**config.mk**
```make
export PLATFORM = sky130hd
export DESIGN_NAME = game_state_ctrl
export DESIGN_NICKNAME = d
export VERILOG_FILES = /design/src/rtl/game_pkg.sv /design/src/rtl/bcd_counter4.sv /design/src/rtl/game_state_ctrl.sv
export SDC_FILE = /design/constraint.sdc
export NUM_CORES = 1
export LEC_CHECK = 0
export CORE_ASPECT_RATIO = 1.2
export CORE_MARGIN = 5
export CORE_UTILIZATION = 25
export DETAILED_ROUTE_END_ITERATION = 8
export GPL_ROUTABILITY_DRIVEN = 0
export PLACE_DENSITY_LB_ADDON = 0.3
export SLEW_MARGIN = 20
export SYNTH_ARGS = -nofsm -noshare
export SYNTH_HDL_FRONTEND = slang
export SYNTH_SLANG_ARGS = --single-unit
```
**constraint.sdc**
```tcl
create_clock -name clk -period 3.7 [get_ports clk]
set_input_delay 1.11 -clock clk [delete_from_list [all_inputs] [get_ports clk]]
set_output_delay 1.11 -clock clk [all_outputs]
set_load 0.005 [all_outputs]
```
**src/rtl/game_pkg.sv**
```systemverilog
// Shared game constants and state encoding, common to the compositor, pipe
// and bird stages and the game-level sequencer.
package game_pkg;

    typedef enum logic [1:0] {
        ST_IDLE = 2'b00,
        ST_PLAY = 2'b01,
        ST_DEAD = 2'b10
    } state_e;

    localparam int unsigned BIRD_X   = 200;
    localparam int unsigned SPRITE_H = 32;
    localparam int unsigned FLOOR_Y  = 448;
    localparam int unsigned FRAME_V  = 480;

    localparam int unsigned H_ACTIVE = 640;
    localparam int unsigned V_ACTIVE = 480;

endpackage

```
**src/rtl/bcd_counter4.sv**
```systemverilog
// Four-digit BCD counter with synchronous clear and increment enable.
// Saturates at 9999 instead of wrapping.
module bcd_counter4 (
    input  logic        clk,
    input  logic        reset,
    input  logic        clr,
    input  logic        inc,
    output logic [15:0] value
);

    logic [15:0] count_q, count_d;
    logic        carry;

    always_comb begin
        count_d = count_q;
        carry   = inc && (count_q != 16'h9999);
        // Digit 0 takes the increment; a 9 rolls to 0 and passes the carry up.
        for (int i = 0; i < 4; i++) begin
            if (carry) begin
                if (count_q[4*i +: 4] == 4'd9) begin
                    count_d[4*i +: 4] = 4'd0;
                end else begin
                    count_d[4*i +: 4] = count_q[4*i +: 4] + 4'd1;
                    carry             = 1'b0;
                end
            end
        end
        if (clr) begin
            count_d = 16'h0000;
        end
    end

    always_ff @(posedge clk) begin
        if (!reset) begin
            count_q <= 16'h0000;
        end else begin
            count_q <= count_d;
        end
    end

    assign value = count_q;

endmodule

```
**src/rtl/game_state_ctrl.sv**
```systemverilog
// Game-level sequencer: collision latch, pass scoring and the IDLE/PLAY/DEAD
// flow that drives run_enable, the BCD score and the restart pulse.
module game_state_ctrl
    import game_pkg::*;
#(
    parameter int unsigned DEAD_HOLD = 60
) (
    input  logic        clk,
    input  logic        reset,
    input  logic        bright,
    input  logic [9:0]  hCount,
    input  logic [9:0]  vCount,
    input  logic        show_sprite,
    input  logic        sprite_opaque,
    input  logic        pipe_pixel,
    input  logic [9:0]  bird_y,
    input  logic [9:0]  pipe_right_x,
    input  logic        button,
    output logic        run_enable,
    output logic [1:0]  game_state,
    output logic [15:0] score,
    output logic        restart
);

    localparam int unsigned CntW = $clog2(DEAD_HOLD + 1);

    state_e          state_q, state_d;
    logic            btn_s1_q, btn_s2_q, btn_s3_q;
    logic            hit_q;
    logic [9:0]      prev_x_q;
    logic [CntW-1:0] hold_cnt_q;
    logic            run_enable_q, run_enable_d;
    logic [1:0]      game_state_q, game_state_d;
    logic            restart_q;

    logic btn_rise, ftick, hit_set, floor_death, pass, die, hold_done;
    logic go_idle, score_inc, score_clr;

    assign btn_rise    = btn_s2_q & ~btn_s3_q;
    assign ftick       = (hCount == 10'd0) && (vCount == 10'(FRAME_V));
    assign hit_set     = bright & show_sprite & sprite_opaque & pipe_pixel;
    // 11-bit sum so a bird near the bottom of the range cannot wrap past the floor.
    assign floor_death = (({1'b0, bird_y} + 11'(SPRITE_H)) >= 11'(FLOOR_Y)) ||
                         (bird_y == 10'd0);
    assign pass        = (prev_x_q >= 10'(BIRD_X)) && (pipe_right_x < 10'(BIRD_X));
    assign die         = hit_q | floor_death;
    assign hold_done   = (hold_cnt_q == CntW'(DEAD_HOLD));

    always_ff @(posedge clk) begin
        if (!reset) begin
            btn_s1_q   <= 1'b0;
            btn_s2_q   <= 1'b0;
            btn_s3_q   <= 1'b0;
            hit_q      <= 1'b0;
            prev_x_q   <= 10'd0;
            hold_cnt_q <= '0;
        end else begin
            btn_s1_q <= button;
            btn_s2_q <= btn_s1_q;
            btn_s3_q <= btn_s2_q;
            // A hit landing on the tick itself survives into the next frame.
            if (hit_set) begin
                hit_q <= 1'b1;
            end else if (ftick) begin
                hit_q <= 1'b0;
            end
            if (ftick) begin
                prev_x_q <= pipe_right_x;
            end
            if (state_q != ST_DEAD) begin
                hold_cnt_q <= '0;
            end else if (ftick && !hold_done) begin
                hold_cnt_q <= hold_cnt_q + 1'b1;
            end
        end
    end

    always_ff @(posedge clk) begin
        if (!reset) begin
            state_q      <= ST_IDLE;
            run_enable_q <= 1'b0;
            game_state_q <= 2'b00;
            restart_q    <= 1'b0;
        end else begin
            state_q      <= state_d;
            run_enable_q <= run_enable_d;
            game_state_q <= game_state_d;
            restart_q    <= go_idle;
        end
    end

    always_comb begin
        state_d   = state_q;
        go_idle   = 1'b0;
        score_inc = 1'b0;
        unique case (state_q)
            ST_IDLE: begin
                if (btn_rise) state_d = ST_PLAY;
            end
            ST_PLAY: begin
                if (ftick) begin
                    if (die) begin
                        state_d = ST_DEAD;
                    end else begin
                        score_inc = pass;
                    end
                end
            end
            ST_DEAD: begin
                if (btn_rise && hold_done) begin
                    state_d = ST_IDLE;
                    go_idle = 1'b1;
                end
            end
            default: state_d = ST_IDLE;
        endcase
        score_clr = (state_q == ST_IDLE) || go_idle;
    end

    always_comb begin
        run_enable_d = (state_q == ST_PLAY);
        game_state_d = state_q;
    end

    bcd_counter4 u_score (
        .clk   (clk),
        .reset (reset),
        .clr   (score_clr),
        .inc   (score_inc),
        .value (score)
    );

    assign run_enable = run_enable_q;
    assign game_state = game_state_q;
    assign restart    = restart_q;

endmodule

```
# Word level (Yosys, flattened, before mapping)
# Cells that the tools add are included.
[word_totals]
register_bits = 42
out_inout_bits = 20
word_cells = 81
[classes]
reduce_logical = 15
add_sub_neg = 6
bitwise = 7
mux = 22
magnitude_cmp = 3
eq_ne = 14
[op_table]
columns = ["op", "count"]
rows = [
  ["$logic_not A10 Y1", 2],
  ["$add A4 B1 Y4 const B", 4],
  ["$eq A4 B4 Y1 const B", 4],
  ["$mux W4", 4],
  ["$ne A16 B16 Y1 const B", 1],
  ["$mux W1", 13],
  ["$add A10 B6 Y11 const B", 1],
  ["$ge A11 B9 Y1 const B", 1],
  ["$eq A10 B9 Y1 const B", 1],
  ["$ge A10 B8 Y1 const B", 1],
  ["$lt A10 B8 Y1 const B", 1],
  ["$mux W2", 4],
  ["$add A6 B1 Y6 const B", 1],
  ["$eq A6 B6 Y1 const B", 1],
  ["$ne A2 B2 Y1 const B", 3],
  ["$pmux W2 S3", 1],
  ["$logic_and A1 B1 Y1", 5],
  ["$and A1 B1 Y1", 4],
  ["$ne A2 B1 Y1 const B", 2],
  ["$reduce_and A4 Y1", 1],
  ["$reduce_or A2 Y1", 2],
  ["$eq A2 B1 Y1 const B", 1],
  ["$eq A2 B2 Y1 const B", 1],
  ["$logic_not A2 Y1", 1],
  ["5 further kinds", 7],
]

# Depth between registers and ports, before layout
[logic_depth]
depth_word = 11
depth_mapped = 9
depth_no_buf = 8

# Modules after synthesis
# From an unflattened synthesis, not the netlist that was laid out.
[hier_totals]
cells_unflattened = 226
area_unflattened_um2 = 1938.1
[modules_own_cells]
columns = ["mod", "area_per_inst_um2", "cells_each", "seq_area_each_um2", "n_inst"]
rows = [
  ["game_state_ctrl", 1068.5, 126, 460.4, 1],
  ["bcd_counter4", 869.6, 100, 320.3, 1],
]

# Least setup slack after synthesis
# OpenSTA, ideal clock, no wires.
[synth_path]
path_type = "input -> register"
start = "input hCount[6]"
end = "register u_score.count_q[14] (netlist: u_score.value[14])"
t_arrival_ns = 2.838
stages = 7
path_buffers = 1
path_slack_ns = 0.792
setup_ns = 0.070
path_cell_list = "or4b_4 nor3_2 and3_4 nand4bb_4 buf_6 or4_1 a21oi_1"
[synth_between]
elab_chain_cells = 8
[synth_rtl]
columns = ["item", "line_no", "rtl"]
rows = [
  ["from (decl)", "game_state_ctrl.sv:11", "input logic [9:0] hCount,"],
  ["$logic_not A10 Y1", "game_state_ctrl.sv:40", "assign ftick = (hCount == 10'd0) && (vCount == 10'(FRAME_V));"],
  ["$logic_and A1 B1 Y1", "game_state_ctrl.sv:40", ""],
  ["$mux W1", "game_state_ctrl.sv:101", "if (ftick) begin"],
  ["$mux W1", "game_state_ctrl.sv:96", "unique case (state_q)"],
  ["$logic_and A1 B1 Y1", "bcd_counter4.sv:16", "carry = inc && (count_q != 16'h9999);"],
  ["$mux W1 (3 in a row)", "bcd_counter4.sv:19", "if (carry) begin"],
  ["to (signal assigned)", "bcd_counter4.sv:37", "count_q <= count_d;"],
  ["to (decl)", "bcd_counter4.sv:11", "logic [15:0] count_q, count_d;"],
]
# No other way between the ends.
# A chain may end at the register's enable or synchronous reset.

# Final worst setup path
[layout_path]
start = "input bird_y[6]"
end = "register u_score.count_q[15] (netlist: u_score.value[15])"
[layout_between]
elab_chain_cells = 11
elab_cells_between_ends = 12
[layout_rtl]
columns = ["item", "line_no", "rtl"]
rows = [
  ["from (decl)", "game_state_ctrl.sv:16", "input logic [9:0] bird_y,"],
  ["$add A10 B6 Y11", "game_state_ctrl.sv:43", "assign floor_death = (({1'b0, bird_y} + 11'(SPRITE_H)) >= 11'(FLOOR_Y)) ||"],
  ["$ge A11 B9 Y1", "game_state_ctrl.sv:43", ""],
  ["$logic_or A1 B1 Y1 (*)", "game_state_ctrl.sv:43", ""],
  ["$or A1 B1 Y1 (*)", "game_state_ctrl.sv:46", "assign die = hit_q | floor_death;"],
  ["$mux W1 (*)", "game_state_ctrl.sv:102", "if (die) begin"],
  ["$mux W1 (*)", "game_state_ctrl.sv:101", ""],
  ["$mux W1 (*)", "game_state_ctrl.sv:96", ""],
  ["$logic_and A1 B1 Y1 (*)", "bcd_counter4.sv:16", ""],
  ["$mux W1 (*) (3 in a row)", "bcd_counter4.sv:19", ""],
]
# Every way passes the cells marked *; elsewhere a longest branch is shown, timed or not.

==> flow_summary.json <==
{
  "result_of_the_run": "complete, no violations",
  "standard_cell_row_count": 35,
  "drt_first_pass_iters": 4,
  "hp-class": "reg -> reg",
  "count_of_inserted_antenna_diode_cells": 0,
  "post_layout_net_count": 335,
  "synth-edff-count": 0,
  "cts_made_buffers": 5,
  "num_vias": 1824,
  "die_width_um": 91.5,
  "final.min_clock_period_ns": 3.34,
  "insertion_delay_ns": 0.29,
  "min_period_over_period_pct": 90.2,
  "crit_path_start_kind": "input port",
  "fp.coreArea_um2": 7710,
  "wire_per_inst_um": 12.6,
  "clk_path_buf_depth": 2,
  "post_cts_hold_buffer_count": 0,
  "final-setup-viol-count": 0,
  "syn-instance-count": 221,
  "synthesis.yosys.warnings": 0,
  "clockRootBuffer": "sky130_fd_sc_hd__clkbuf_8",
  "post_cts.resized_instances": 0,
  "critPathRequiredTime_ns": 3.93,
  "crit_type": "in -> reg",
  "wirelength_um": 4770,
  "synth-async-reset-ratio_pct": 0,
  "postSynthNetCount": 271,
  "critPathSlowestCell": "sky130_fd_sc_hd__clkdlybuf4s50_1",
  "remaining_drc_errors": 0,
  "grt_pass1_wl_um": 7580,
  "highest_fanout_seen_on_the_critical_path": 12,
  "syn2layout_area_growth_pct": 42.3,
  "cts_setup_buffers": 0,
  "setup_tns_ns": 0,
  "slew_viol_final": 0,
  "ios": 67,
  "grt_start_max_net_pins": 19,
  "die_h_um": 108,
  "hold_viol_final": 0,
  "synth_flop_cell": "sky130_fd_sc_hd__dfxtp_1",
  "clock-sinks": 39,
  "dpl.hpwl_um": 3710,
  "clock_skew_ns": 0.00916,
  "syn_area_per_cell_um2": 9.01,
  "grt-ovfl-total": 0,
  "mostFrequentLayoutCell": "sky130_fd_sc_hd__clkdlybuf4s50_1",
  "drive_above_1_share_pct": 9.09,
  "rsz0062_at_grt": "false",
  "critical_path.endpoint_type": "flip-flop",
  "layout_common_cells": "sky130_fd_sc_hd__clkdlybuf4s50_1 (63), sky130_fd_sc_hd__dfxtp_1 (39), sky130_fd_sc_hd__nor2_1 (20)",
  "clk_pin_slew_worst_paths_ns": 0.08,
  "critical_path_arrival_ns": 3.57,
  "postLayoutSetupSlackWorst_ns": 0.362,
  "power_leakage_nw": 0.912,
  "ys_seq_elements": 39,
  "place_ws_ns": 0.0475,
  "synth.yosys.seq_area_share_pct": 39.2,
  "power.ir.vdd_worst_mv": 0.179,
  "antenna_left": 0,
  "cts_tree": "done",
  "transition_time_at_the_pin_with_the_least_slew_margin_ns": 0.401,
  "initial_antenna_violation_count": 0,
  "critical_path.cell_chain": "clkdlybuf4s50_1 > ha_1 > nand4_1 > a2111oi_0 > nand2_1 > nand4bb_4 > or4_1 > a21oi_1",
  "final_core_util_pct": 36.8,
  "cellPowerDensity_nw_per_um2": 310,
  "first_global_vias": 1762,
  "finalPower_w": 0.000879,
  "synth_cell_type_count": 53,
  "via_per_inst": 4.83,
  "drv_cap": 0,
  "synth_area_um2": 1990,
  "drt-initial-drc-count": 51,
  "initial_utilization_pct": 25.8,
  "htree_levels": 2,
  "io_buffer_count": 63,
  "globalRouteTotalUtil_pct": 9.25,
  "max_clock_freq_mhz": 300,
  "relSlewSlack_pct": 72.6,
  "max_stage_delay_ns": 0.53,
  "fp.dieArea_um2": 9850
}
[area by class of cell]
type	count	area (µm²)
flip-flops and latches	39	781
fillers	798	4870
well taps	92	115
multi-input cells	164	1130
inverters	8	30.0
clock inverters	2	35.0
clock buffers	6	82.6
repair buffers	67	661
[final timing paths]
path	from	end	slack (ns)	cells past startpoint
worst max register to register	u_score.value[3]	u_score.value[15]	1.58	5
worst min register to register	btn_s1_q	btn_s2_q	0.44	1
worst min-delay path	btn_s1_q	btn_s2_q	0.44	1
worst max-delay path	bird_y[6]	u_score.value[15]	0.36	8
[power by group]
group | switching [W] | total, W | internal (W)
logic | 0.0000242 | 0.0000793 | 0.0000550
registers | 0.00000196 | 0.000425 | 0.000423
clock network | 0.000156 | 0.000374 | 0.000218
[cells in the mapped netlist (all sizes together) (2+ instances only)]
cell / instances / area share, %
o31ai: 2 / 0.75
nand2: 14 / 2.6
nor3b: 3 / 1.1
xnor2: 3 / 1.3
nand3: 7 / 1.8
clkbuf: 4 / 0.75
nor2: 20 / 3.8
nor4: 2 / 0.63
nand3b: 5 / 1.9
a31oi: 3 / 0.94
buf: 6 / 1.8
and2: 6 / 1.9
a21bo: 2 / 1.0
nand4: 4 / 1.3
nor3: 5 / 1.5
or3: 2 / 0.63
a2111oi: 3 / 1.6
and4: 2 / 0.94
ha: 3 / 1.9
nor2b: 14 / 4.4
o21a: 3 / 1.1
o21ai: 4 / 1.0
or4: 6 / 2.3
and4bb: 2 / 1.3
a21oi: 13 / 3.3
and3: 5 / 1.9
dfxtp: 39 / 39
mux2i: 14 / 7.0
inv: 8 / 1.5
nand4bb: 2 / 1.9
[kinds of logic after synthesis]
family          synth area share, %
compound gates                 13.2
xor+xnor                       1.76
fa+ha+maj                      1.89
mux                            7.61
buf+inv                        4.09
simple gates                   32.2
flops                          39.2
[worst max-delay path, delay by kind of cell]
kind / cells / cell delay [ns]
adders and majority gates: 1 / 0.21
AOI/OAI and AO/OA: 2 / 0.56
buffers and inverters: 1 / 0.53
and+or+nand+nor: 4 / 1.15
[state kept, by name, summed over array words and instances, names as in the netlist]
register / count
game_state: 2
btn_s1_q: 1
hold_cnt_q: 6
u_score.value: 16
hit_q: 1
game_state_d: 2
prev_x_q: 7
btn_s2_q: 1
btn_s3_q: 1
run_enable: 1
restart: 1
[per-layer routing]
| layer | part of all wire [%] | wire length (µm) | GRT usage (%) | up-vias |
|---|---|---|---|---|
| li1 | - | - | - | 926 |
| met1 | 42 | 2000 | 9.47 | 844 |
| met2 | 49 | 2360 | 16.9 | 50 |
| met3 | 7.8 | 372 | 3.78 | 4 |
| met4 | 0.88 | 42 | 2.94 | 0 |
| met5 | 0 | 0 | 0 | - |
[metrics by stage]
stage / hold WS [ns] / instances / cell area, µm²
after floorplan: 0.412 / 221 / 1990
after global placement: 0.416 / 370 / 2720
after detailed placement: 0.426 / 370 / 2720
after CTS: 0.450 / 378 / 2830
after global routing: 0.463 / 378 / 2830
final: 0.445 / 378 / 2830
(Power assumes the default switching activity.)
